**config.mk**
```make
export PLATFORM = sky130hd
export DESIGN_NAME = matrix_address_sequencer_flat
export DESIGN_NICKNAME = d
export VERILOG_FILES = /design/src/rtl/matrix_address_sequencer_if.sv /design/src/rtl/matrix_address_sequencer.sv /design/src/flat_wrapper.sv
export SDC_FILE = /design/constraint.sdc
export NUM_CORES = 1
export LEC_CHECK = 0
export CORE_ASPECT_RATIO = 1.1
export CORE_MARGIN = 8
export CORE_UTILIZATION = 60
export CTS_CLUSTER_SIZE = 24
export DETAILED_ROUTE_END_ITERATION = 10
export GPL_TIMING_DRIVEN = 0
export PLACE_DENSITY = 0.85
export SETUP_SLACK_MARGIN = 0.15
export SLEW_MARGIN = 10
export SYNTH_ARGS = -nofsm -noshare
export SYNTH_HDL_FRONTEND = slang
export SYNTH_SLANG_ARGS = --single-unit
```
**constraint.sdc**
```tcl
create_clock -name i_Clock -period 12.2 [get_ports i_Clock]
set_input_delay 1.83 -clock i_Clock [delete_from_list [all_inputs] [get_ports i_Clock]]
set_output_delay 1.83 -clock i_Clock [all_outputs]
set_load 0.03 [all_outputs]
```
**src/rtl/matrix_address_sequencer_if.sv**
```systemverilog
// ---------------------------------------------------------------------------
// matrix_address_sequencer_if
// Address-beat bus between the matrix address sequencer and its consumer.
//   valid   : beat present (producer -> consumer)
//   address : generated memory address
//   op_type : operand tag echoed with every beat
//   last    : final beat of the tile walk
//   ready   : consumer accepts the beat this cycle (consumer -> producer)
// A beat transfers on a rising edge where valid & ready.
// ---------------------------------------------------------------------------
interface matrix_address_sequencer_if #(
  parameter int ADDR_WIDTH = 10,
  parameter int TYPE_WIDTH = 3
);
  logic                  valid;
  logic [ADDR_WIDTH-1:0] address;
  logic [TYPE_WIDTH-1:0] op_type;
  logic                  last;
  logic                  ready;

  modport master (
    output valid,
    output address,
    output op_type,
    output last,
    input  ready
  );

  modport slave (
    input  valid,
    input  address,
    input  op_type,
    input  last,
    output ready
  );
endinterface

```
**src/rtl/matrix_address_sequencer.sv**
```systemverilog
// ---------------------------------------------------------------------------
// matrix_address_sequencer
// Walks a rectangular tile of a row-strided matrix and emits one memory
// address per cycle on a valid/ready bus.
//   address = Base + (Row_Index + r) * Stride + (Column_Index + c)
// Row-major walks advance c fastest, column-major walks advance r fastest.
//
// Ports:
//   i_Clock, i_Reset_n        : clock, asynchronous active-low reset
//   i_Start, i_Abort          : start a walk (only when o_Ready) / cut it short
//   i_Col_Major, i_Base, i_Stride, i_Row_Index, i_Column_Index,
//   i_Num_Rows, i_Num_Cols, i_Type : walk description, latched at start
//   beat (master)             : valid/address/op_type/last out, ready in
//   o_Ready                   : idle, start may be accepted
//   o_Done                    : one-cycle pulse when a walk ends (normal/abort)
//   o_Overflow                : sticky flag, a transferred beat wrapped
//
// Optional feature: define MATRIX_ADDR_OVERFLOW_CHECK_EN to compute the
// address at full precision and flag wrapped beats on o_Overflow. Without it
// the address wraps silently and o_Overflow is constant 0.
// ---------------------------------------------------------------------------
module matrix_address_sequencer #(
  parameter int INDEX_WIDTH = 8,
  parameter int ADDR_WIDTH  = 10,
  parameter int TYPE_WIDTH  = 3
) (
  input  logic                   i_Clock,
  input  logic                   i_Reset_n,
  input  logic                   i_Start,
  input  logic                   i_Abort,
  input  logic                   i_Col_Major,
  input  logic [ADDR_WIDTH-1:0]  i_Base,
  input  logic [INDEX_WIDTH-1:0] i_Stride,
  input  logic [INDEX_WIDTH-1:0] i_Row_Index,
  input  logic [INDEX_WIDTH-1:0] i_Column_Index,
  input  logic [INDEX_WIDTH-1:0] i_Num_Rows,
  input  logic [INDEX_WIDTH-1:0] i_Num_Cols,
  input  logic [TYPE_WIDTH-1:0]  i_Type,
  matrix_address_sequencer_if.master beat,
  output logic                   o_Ready,
  output logic                   o_Done,
  output logic                   o_Overflow
);

  // One extra bit so an extent of 2^INDEX_WIDTH-1 never wraps the counters.
  localparam int CW = INDEX_WIDTH + 1;

`ifdef MATRIX_ADDR_OVERFLOW_CHECK_EN
  // Wide enough for (origin + counter) * stride + origin + counter + base.
  localparam int CALC_W = ((2*INDEX_WIDTH + 2 > ADDR_WIDTH) ?
                           2*INDEX_WIDTH + 2 : ADDR_WIDTH) + 2;
`else
  localparam int CALC_W = ADDR_WIDTH;
`endif

  typedef enum logic [1:0] {
    S_IDLE,
    S_RUN,
    S_DONE
  } state_t;

  state_t                 state;
  logic [ADDR_WIDTH-1:0]  base_q;
  logic [INDEX_WIDTH-1:0] stride_q;
  logic [INDEX_WIDTH-1:0] row_q;
  logic [INDEX_WIDTH-1:0] col_q;
  logic [INDEX_WIDTH-1:0] nr_q;
  logic [INDEX_WIDTH-1:0] nc_q;
  logic                   col_major_q;
  logic [CW-1:0]          r_q;
  logic [CW-1:0]          c_q;

  logic [CW-1:0]          r_max;
  logic [CW-1:0]          c_max;
  logic [CW-1:0]          r_nxt;
  logic [CW-1:0]          c_nxt;
  logic                   last_nxt;
  logic [CALC_W-1:0]      nxt_full;
  logic [CALC_W-1:0]      start_full;

`ifdef MATRIX_ADDR_OVERFLOW_CHECK_EN
  // Bits above ADDR_WIDTH of the beat currently on the bus.
  logic [CALC_W-ADDR_WIDTH-1:0] addr_hi_q;
`endif

  // Address arithmetic is modulo 2^CALC_W; with CALC_W == ADDR_WIDTH this
  // is exactly the silent wrap of the output address.
  function automatic logic [CALC_W-1:0] calc_addr(
    input logic [ADDR_WIDTH-1:0]  base,
    input logic [INDEX_WIDTH-1:0] stride,
    input logic [INDEX_WIDTH-1:0] row,
    input logic [INDEX_WIDTH-1:0] col,
    input logic [CW-1:0]          r,
    input logic [CW-1:0]          c
  );
    logic [CALC_W-1:0] row_sum;
    logic [CALC_W-1:0] prod;
    row_sum = CALC_W'(row) + CALC_W'(r);
    prod    = row_sum * CALC_W'(stride);
    return CALC_W'(base) + prod + CALC_W'(col) + CALC_W'(c);
  endfunction

  // Position and address of the beat that follows the one on the bus.
  always_comb begin
    r_max = CW'(nr_q) - CW'(1);
    c_max = CW'(nc_q) - CW'(1);
    r_nxt = r_q;
    c_nxt = c_q;
    if (!col_major_q) begin
      if (c_q == c_max) begin
        c_nxt = '0;
        r_nxt = r_q + CW'(1);
      end else begin
        c_nxt = c_q + CW'(1);
      end
    end else begin
      if (r_q == r_max) begin
        r_nxt = '0;
        c_nxt = c_q + CW'(1);
      end else begin
        r_nxt = r_q + CW'(1);
      end
    end
    last_nxt   = (r_nxt == r_max) && (c_nxt == c_max);
    nxt_full   = calc_addr(base_q, stride_q, row_q, col_q, r_nxt, c_nxt);
    start_full = calc_addr(i_Base, i_Stride, i_Row_Index, i_Column_Index,
                           '0, '0);
  end

  always_ff @(posedge i_Clock or negedge i_Reset_n) begin
    if (!i_Reset_n) begin
      state        <= S_IDLE;
      o_Ready      <= 1'b1;
      o_Done       <= 1'b0;
      beat.valid   <= 1'b0;
      beat.address <= '0;
      beat.op_type <= '0;
      beat.last    <= 1'b0;
      base_q       <= '0;
      stride_q     <= '0;
      row_q        <= '0;
      col_q        <= '0;
      nr_q         <= '0;
      nc_q         <= '0;
      col_major_q  <= 1'b0;
      r_q          <= '0;
      c_q          <= '0;
`ifdef MATRIX_ADDR_OVERFLOW_CHECK_EN
      addr_hi_q    <= '0;
      o_Overflow   <= 1'b0;
`endif
    end else begin
      case (state)
        S_IDLE: begin
          o_Done <= 1'b0;
          if (i_Start) begin
            base_q       <= i_Base;
            stride_q     <= i_Stride;
            row_q        <= i_Row_Index;
            col_q        <= i_Column_Index;
            nr_q         <= i_Num_Rows;
            nc_q         <= i_Num_Cols;
            col_major_q  <= i_Col_Major;
            beat.op_type <= i_Type;
            r_q          <= '0;
            c_q          <= '0;
            o_Ready      <= 1'b0;
`ifdef MATRIX_ADDR_OVERFLOW_CHECK_EN
            o_Overflow   <= 1'b0;
            addr_hi_q    <= start_full[CALC_W-1:ADDR_WIDTH];
`endif
            if (i_Num_Rows == '0 || i_Num_Cols == '0) begin
              // Empty tile: finish without issuing a beat.
              state  <= S_DONE;
              o_Done <= 1'b1;
            end else begin
              state        <= S_RUN;
              beat.valid   <= 1'b1;
              beat.address <= start_full[ADDR_WIDTH-1:0];
              beat.last    <= (i_Num_Rows == INDEX_WIDTH'(1)) &&
                              (i_Num_Cols == INDEX_WIDTH'(1));
            end
          end
        end

        S_RUN: begin
          if (i_Abort) begin
            // Pending beat is dropped even if ready is high this cycle.
            state      <= S_DONE;
            o_Done     <= 1'b1;
            beat.valid <= 1'b0;
            beat.last  <= 1'b0;
          end else if (beat.valid && beat.ready) begin
`ifdef MATRIX_ADDR_OVERFLOW_CHECK_EN
            if (addr_hi_q != '0) begin
              o_Overflow <= 1'b1;
            end
            addr_hi_q <= nxt_full[CALC_W-1:ADDR_WIDTH];
`endif
            if (beat.last) begin
              state      <= S_DONE;
              o_Done     <= 1'b1;
              beat.valid <= 1'b0;
              beat.last  <= 1'b0;
            end else begin
              r_q          <= r_nxt;
              c_q          <= c_nxt;
              beat.address <= nxt_full[ADDR_WIDTH-1:0];
              beat.last    <= last_nxt;
            end
          end
        end

        S_DONE: begin
          state   <= S_IDLE;
          o_Done  <= 1'b0;
          o_Ready <= 1'b1;
        end

        default: begin
          state      <= S_IDLE;
          o_Done     <= 1'b0;
          o_Ready    <= 1'b1;
          beat.valid <= 1'b0;
          beat.last  <= 1'b0;
        end
      endcase
    end
  end

`ifndef MATRIX_ADDR_OVERFLOW_CHECK_EN
  assign o_Overflow = 1'b0;
`endif

endmodule
```
**src/flat_wrapper.sv**
```systemverilog
// flat-port wrapper written by rule: the top's interface ports become plain ports
module matrix_address_sequencer_flat 
#(
  parameter int INDEX_WIDTH = 8,
  parameter int ADDR_WIDTH  = 10,
  parameter int TYPE_WIDTH  = 3
)
  (i_Clock, i_Reset_n, i_Start, i_Abort, i_Col_Major, i_Base, i_Stride, i_Row_Index, i_Column_Index, i_Num_Rows, i_Num_Cols, i_Type, o_Ready, o_Done, o_Overflow, beat_valid, beat_address, beat_op_type, beat_last, beat_ready);
  matrix_address_sequencer_if #(.ADDR_WIDTH(ADDR_WIDTH), .TYPE_WIDTH(TYPE_WIDTH)) beat_i ();
  input  logic i_Clock;
  input  logic i_Reset_n;
  input  logic i_Start;
  input  logic i_Abort;
  input  logic i_Col_Major;
  input  logic [ADDR_WIDTH-1:0] i_Base;
  input  logic [INDEX_WIDTH-1:0] i_Stride;
  input  logic [INDEX_WIDTH-1:0] i_Row_Index;
  input  logic [INDEX_WIDTH-1:0] i_Column_Index;
  input  logic [INDEX_WIDTH-1:0] i_Num_Rows;
  input  logic [INDEX_WIDTH-1:0] i_Num_Cols;
  input  logic [TYPE_WIDTH-1:0] i_Type;
  output logic o_Ready;
  output logic o_Done;
  output logic o_Overflow;
  output wire logic [$bits(beat_i.valid)-1:0] beat_valid;
  output wire logic [$bits(beat_i.address)-1:0] beat_address;
  output wire logic [$bits(beat_i.op_type)-1:0] beat_op_type;
  output wire logic [$bits(beat_i.last)-1:0] beat_last;
  input wire logic [$bits(beat_i.ready)-1:0] beat_ready;
  assign beat_valid = beat_i.valid;
  assign beat_address = beat_i.address;
  assign beat_op_type = beat_i.op_type;
  assign beat_last = beat_i.last;
  assign beat_i.ready = beat_ready;
  matrix_address_sequencer #(.INDEX_WIDTH(INDEX_WIDTH), .ADDR_WIDTH(ADDR_WIDTH), .TYPE_WIDTH(TYPE_WIDTH)) u_core (.i_Clock(i_Clock), .i_Reset_n(i_Reset_n), .i_Start(i_Start), .i_Abort(i_Abort), .i_Col_Major(i_Col_Major), .i_Base(i_Base), .i_Stride(i_Stride), .i_Row_Index(i_Row_Index), .i_Column_Index(i_Column_Index), .i_Num_Rows(i_Num_Rows), .i_Num_Cols(i_Num_Cols), .i_Type(i_Type), .beat(beat_i), .o_Ready(o_Ready), .o_Done(o_Done), .o_Overflow(o_Overflow));
endmodule
```
### Word-level counts from Yosys, hierarchy flattened

Index checks and enable logic that the tools add are counted.

| word-level totals | value |
|---|---|
| input bits | 59 |
| register bits | 88 |

| operators by class | value |
|---|---|
| equality and inequality tests | 15 |
| multiply operators | 2 |
| multiplexer cells | 47 |
| bitwise gates (word level) | 2 |
| reductions and logical operators | 16 |
| add/sub/neg operators | 10 |

Operators with widths:

| operator | number |
|---|---|
| $mux 9 | 13 |
| $mux 10 | 5 |
| $eq 9x9->1 | 4 |
| $pmux 9 s2 | 2 |
| $add 10x10->10 | 2 |
| $add 10x8->10 | 2 |
| $pmux 10 s2 | 1 |
| $add 9x1->9 const B | 2 |
| $sub 8x1->9 const B | 2 |
| $eq 8x1->1 const B | 2 |
| $logic_not 8->1 | 2 |
| $mux 1 | 16 |
| $add 10x9->10 | 1 |
| $add 8x9->10 | 1 |
| $mul 10x8->10 | 1 |
| $mul 8x8->10 | 1 |
| $mux 2 | 5 |
| $reduce_and 5->1 | 2 |
| $ne 2x2->1 const B | 4 |
| $ne 3x2->1 const B | 2 |
| $pmux 1 s3 | 2 |
| $reduce_and 2->1 | 3 |
| $reduce_and 6->1 | 1 |
| $pmux 1 s2 | 2 |
| 11 further kinds | 14 |

### Logic depth before layout (Yosys ltp)

| depth | value |
|---|---|
| depth in word-level cells | 13 |
| mapped depth | 38 |

### Worst setup path before layout

OpenSTA, ideal clock, no wires.

| path | value |
|---|---|
| kind | reg-to-reg |
| start | register u_core.nr_q[0] |
| end | register u_core.beat.address[9] |
| path buffers | 3 |
| period minus slack after synthesis | 8,763 ps |
| setup time | 129 ps |
| path slack | 3,437 ps |
| data arrival time | 8,634 ps |
| cell stages (with the launch flop) | 38 |
| path through | dfrtp_1 inv_1 ha_1 or3b_1 buf_2 nor2_1 xnor2_1 a2111oi_4 and3_1 buf_4 buf_6 o31ai_1 ha_1 fa_1 a21o_1 a21oi_1 o21bai_1 a21oi_1 [... 2 more ...] xnor2_1 and2_1 fa_1 inv_1 fa_1 fa_1 fa_1 fa_1 xnor2_1 xnor2_1 xnor2_1 xnor3_1 xnor2_1 xor3_1 xnor2_1 xnor3_1 o21ai_1 o21ai_1 |

| between the ends | value |
|---|---|
| word-level cells in the longest chain between the ends | 13 |
| elaborated cells between the ends (all ways) | 15 |
| those cells by class | 5 x add/sub; 1 x mul; 1 x eq/ne; 8 x mux |

RTL lines:

| what | RTL line | source |
|---|---|---|
| start: declaration | matrix_address_sequencer.sv:67 | `logic [INDEX_WIDTH-1:0] nr_q;` |
| start signal: assignment | matrix_address_sequencer.sv:161 | `nr_q <= i_Num_Rows;` |
| $sub 8x1->9 (*) | matrix_address_sequencer.sv:105 | `r_max = CW'(nr_q) - CW'(1);` |
| $eq 9x9->1 (*) | matrix_address_sequencer.sv:117 | `if (r_q == r_max) begin` |
| $mux 9 | matrix_address_sequencer.sv:117 |  |
| $mux 9 | matrix_address_sequencer.sv:109 | `if (!col_major_q) begin` |
| $add 8x9->10 | matrix_address_sequencer.sv:98 | `row_sum = CALC_W'(row) + CALC_W'(r);` |
| $mul 10x8->10 | matrix_address_sequencer.sv:99 | `prod = row_sum * CALC_W'(stride);` |
| $add 10x10->10 | matrix_address_sequencer.sv:100 | `return CALC_W'(base) + prod + CALC_W'(col) + CALC_W'(c);` |
| $add 10x8->10 | matrix_address_sequencer.sv:100 |  |
| $add 10x9->10 (*) | matrix_address_sequencer.sv:100 |  |
| $mux 10 (*) | matrix_address_sequencer.sv:200 | `if (beat.last) begin` |
| $mux 10 (*) | matrix_address_sequencer.sv:193 | `end else if (beat.valid && beat.ready) begin` |
| $mux 10 (*) | matrix_address_sequencer.sv:187 | `if (i_Abort) begin` |
| $pmux 10 s2 (*) | matrix_address_sequencer.sv:153 | `case (state)` |
| end signal: assignment | matrix_address_sequencer.sv:179 | `beat.address <= start_full[ADDR_WIDTH-1:0];` |
| end signal: assignment | matrix_address_sequencer.sv:208 | `beat.address <= nxt_full[ADDR_WIDTH-1:0];` |
| end: declaration | matrix_address_sequencer_if.sv:23 | `output address,` |

Mark *: on every way between the ends. The rest lies on a longest branch, timed or not. The select of a mux whose other input is x is not followed.
A chain may end at the register's enable or synchronous reset.

### Worst setup path after layout

Same ends and word-level chain as after synthesis.

==> results_dict.tcl <==
set metrics [dict create \
    antenna_found_initial 0 \
    syn-num-nets 1297 \
    drtIter0Drc 583 \
    synth_edf_count 0 \
    maxCapViolCount 0 \
    setup_ws_ns 2.068 \
    post_cts_resized 0 \
    dr.pass1.iters 5 \
    final_cell_mix "nand2_1, inv_1, dfrtp_1" \
    synth_top_family_by_area "adder cells" \
    via_count 8245 \
    yosysUniqueCellTypes 81 \
    slew_headroom_pct 49.38 \
    path_class "reg2reg" \
    nFillCells 1189 \
    crit_path_max_incr_delay_ns 0.57 \
    grt_start_max_net_pins 50 \
    layout_commonest_cell "nand2_1" \
    drtAntennaViolNets 0 \
    fp.dieArea_um2 20060 \
    cts_setup_buffers 0 \
    syn_avg_cell_area_um2 8.668 \
    h-tree-depth 3 \
    ys_async_sr_fraction_pct 100.0 \
    crit_top_cell "inv_1" \
    grt.total_usage_pct 26.49 \
    cts_tree "done" \
    synth_flop_cell "dfrtp_1" \
    hold_path.class "reg2reg" \
    tightest_slew_ns 0.7567 \
    min_period_ns 10.13 \
    fin_skew_ns 0.009713 \
    cp.required_ns 12.43 \
    insertion_delay_ns 0.36 \
    grt_pass1_wl_um 41810 \
    grt-ovfl-total 0 \
    muxShareOfSynthArea_pct 0.8460 \
    cp-end-kind "flip-flop" \
    synth-simple-area-share_pct 19.78 \
    slew_viol_final 0 \
    setup_viol 0 \
    worstPathArrival_ns 10.36 \
    start_util_pct 60.85 \
    post_drt_via_cell_ratio 5.970 \
    max_freq_mhz 98.70 \
    cp_max_fo 6 \
    die-height_um 147.7 \
    num_rows 48 \
    layout-drive-gt1-share_pct 5.080 \
    syn_area_um2 9465 \
    synth_seq_area_share_pct 23.28 \
    clk_pin_slew_ns 0.07 \
    core_area_um2 15550 \
    synth_xor_area_share_pct 8.182 \
    synth-seq-cells 88 \
    clk_path_buf_depth 2 \
    pin_count 77 \
    dp_hpwl_um 20100 \
    grt_pass1_vias 8578 \
    worst_path_max_delay_cell "a2111oi_4" \
    yosysWarningCount 0 \
    cts_buffers 9 \
    synth_fa_ha_area_share_pct 25.88 \
    pre_cts_ws_ns 2.236 \
    antenna_cells 0 \
    wirelength_um 25960 \
    portBuffers 72 \
    finalSetupTns_ns 0 \
    syn2layout_area_growth_pct 14.00 \
    die_w_um 135.8 \
    period_share_pct 83.05 \
    final_hold_viol_count 0 \
    postCtsHoldBufs 0 \
    clockRootBuffer "clkbuf_16" \
    synth_compound_area_share_pct 14.30 \
    wl_per_cell_um 18.80 \
    cts_sinks 88 \
    startpoint_type "flip-flop" \
    routabilityCongestion 0.9100 \
    drc 0 \
    status "completed" \
    fin_nets 1381 \
    rsz0062_at_grt "false" \
    synth_cells 1092 \
]
-- logic make-up (layout without fill, tap and decap cells) --
logic type	count (synthesis)	count (layout)
AO/OA/AOI/OAI	185	185
AND/OR/NAND/NOR	397	397
XOR/XNOR	82	82
adder cells (fa/ha/maj)	146	146
flip-flops	88	88
other	1	1
buffers and inverters	185	274
multiplexers	8	8
-- flip-flops by register name (all words and copies together) (netlist names), 9 cells and up --
signal,flops
u_core.base_q,10
u_core.c_q,9
u_core.beat.address,10
u_core.r_q,9
-- path summary, 6_finish.rpt --
check | startpoint | end | slack (ns) | depth (start not counted)
worst min register to register | u_core.beat.op_type[1]$_DFFE_PN0P_ | u_core.beat.op_type[1]$_DFFE_PN0P_ | 0.48 | 2
min in group asynchronous | i_Reset_n | u_core.beat.address[8]$_DFFE_PN0P_ | 1.45 | 1
worst min-delay path | u_core.beat.op_type[1]$_DFFE_PN0P_ | u_core.beat.op_type[1]$_DFFE_PN0P_ | 0.48 | 2
worst max register to register | u_core.nr_q[0]$_DFFE_PN0P_ | u_core.beat.address[9]$_DFFE_PN0P_ | 2.07 | 35
max in group asynchronous | i_Reset_n | u_core.o_Ready$_DFFE_PN1P_ | 10.07 | 2
worst max-delay path | u_core.nr_q[0]$_DFFE_PN0P_ | u_core.beat.address[9]$_DFFE_PN0P_ | 2.07 | 35
-- per-stage QoR --
stage / util [%] / cell area (µm²) / hold slack (ns) / instances
after floorplan: - / 9465 / 0.4497 / 1092
after global placement: 67.09 / 10440 / 0.4602 / 1364
after detailed placement: 67.25 / 10460 / 0.4639 / 1365
after CTS: 69.37 / 10790 / 0.4808 / 1381
after global routing: 69.37 / 10790 / 0.4875 / 1381
final: 69.37 / 10790 / 0.4766 / 1381
-- synth_stat cells, types with 5 or more instances --
| master | instances | area, µm² |
|---|---|---|
| a21o_1 | 9 | 67.56 |
| fa_1 | 83 | 1662 |
| dfrtp_1 | 87 | 2177 |
| nand3_1 | 11 | 55.05 |
| nor3_1 | 17 | 85.08 |
| clkbuf_1 | 34 | 127.6 |
| nand2_1 | 223 | 837.1 |
| mux2i_1 | 8 | 80.08 |
| o21ai_0 | 48 | 240.2 |
| a31oi_1 | 5 | 31.28 |
| ha_1 | 63 | 788.3 |
| a22o_1 | 13 | 113.9 |
| a21oi_1 | 40 | 200.2 |
| inv_1 | 138 | 518.0 |
| and2_1 | 55 | 344.1 |
| nor4_1 | 7 | 43.79 |
| o21ai_1 | 5 | 25.02 |
| nand2b_1 | 5 | 31.28 |
| nor2_1 | 32 | 120.1 |
| nand4_1 | 8 | 50.05 |
| and3_1 | 9 | 56.30 |
| xor2_1 | 19 | 166.4 |
| nor2b_1 | 5 | 31.28 |
| o21bai_1 | 9 | 67.56 |
| xnor2_1 | 59 | 516.8 |
-- critical path: cells and delay by family (launching register included) --
kind,cells,cell delay [ns]
AO/OA/AOI/OAI,11,2.89
XOR/XNOR,5,1.44
adder cells (fa/ha/maj),8,3.44
buffers and inverters,7,0.72
flip-flops,1,0.45
AND/OR/NAND/NOR,4,1.08
-- routing by layer --
metal	GRT usage [%]	up-vias	wire length (µm)
met1	29.66	4042	9591
met2	45.84	365	13250
li1	-	3741	-
met4	16.18	0	1471
met5	0	-	0
met3	4.582	97	1648
-- cell type report --
cell class              instances  area, µm²  share of cell area (%)
flip-flops and latches         88       2203                   20.42
multi-input cells             819       6534                   60.55
inverters                     138      518.0                   4.801
well taps                     200      250.2                   2.319
clock inverters                 6      90.09                  0.8349
plain buffers                  47      210.2                   1.948
repair buffers                 73      745.7                   6.911
clock buffers                  10      239.0                   2.215
Power is not shown: default switching activity piles up to over one toggle a cycle in this logic, so the estimate is an artifact.
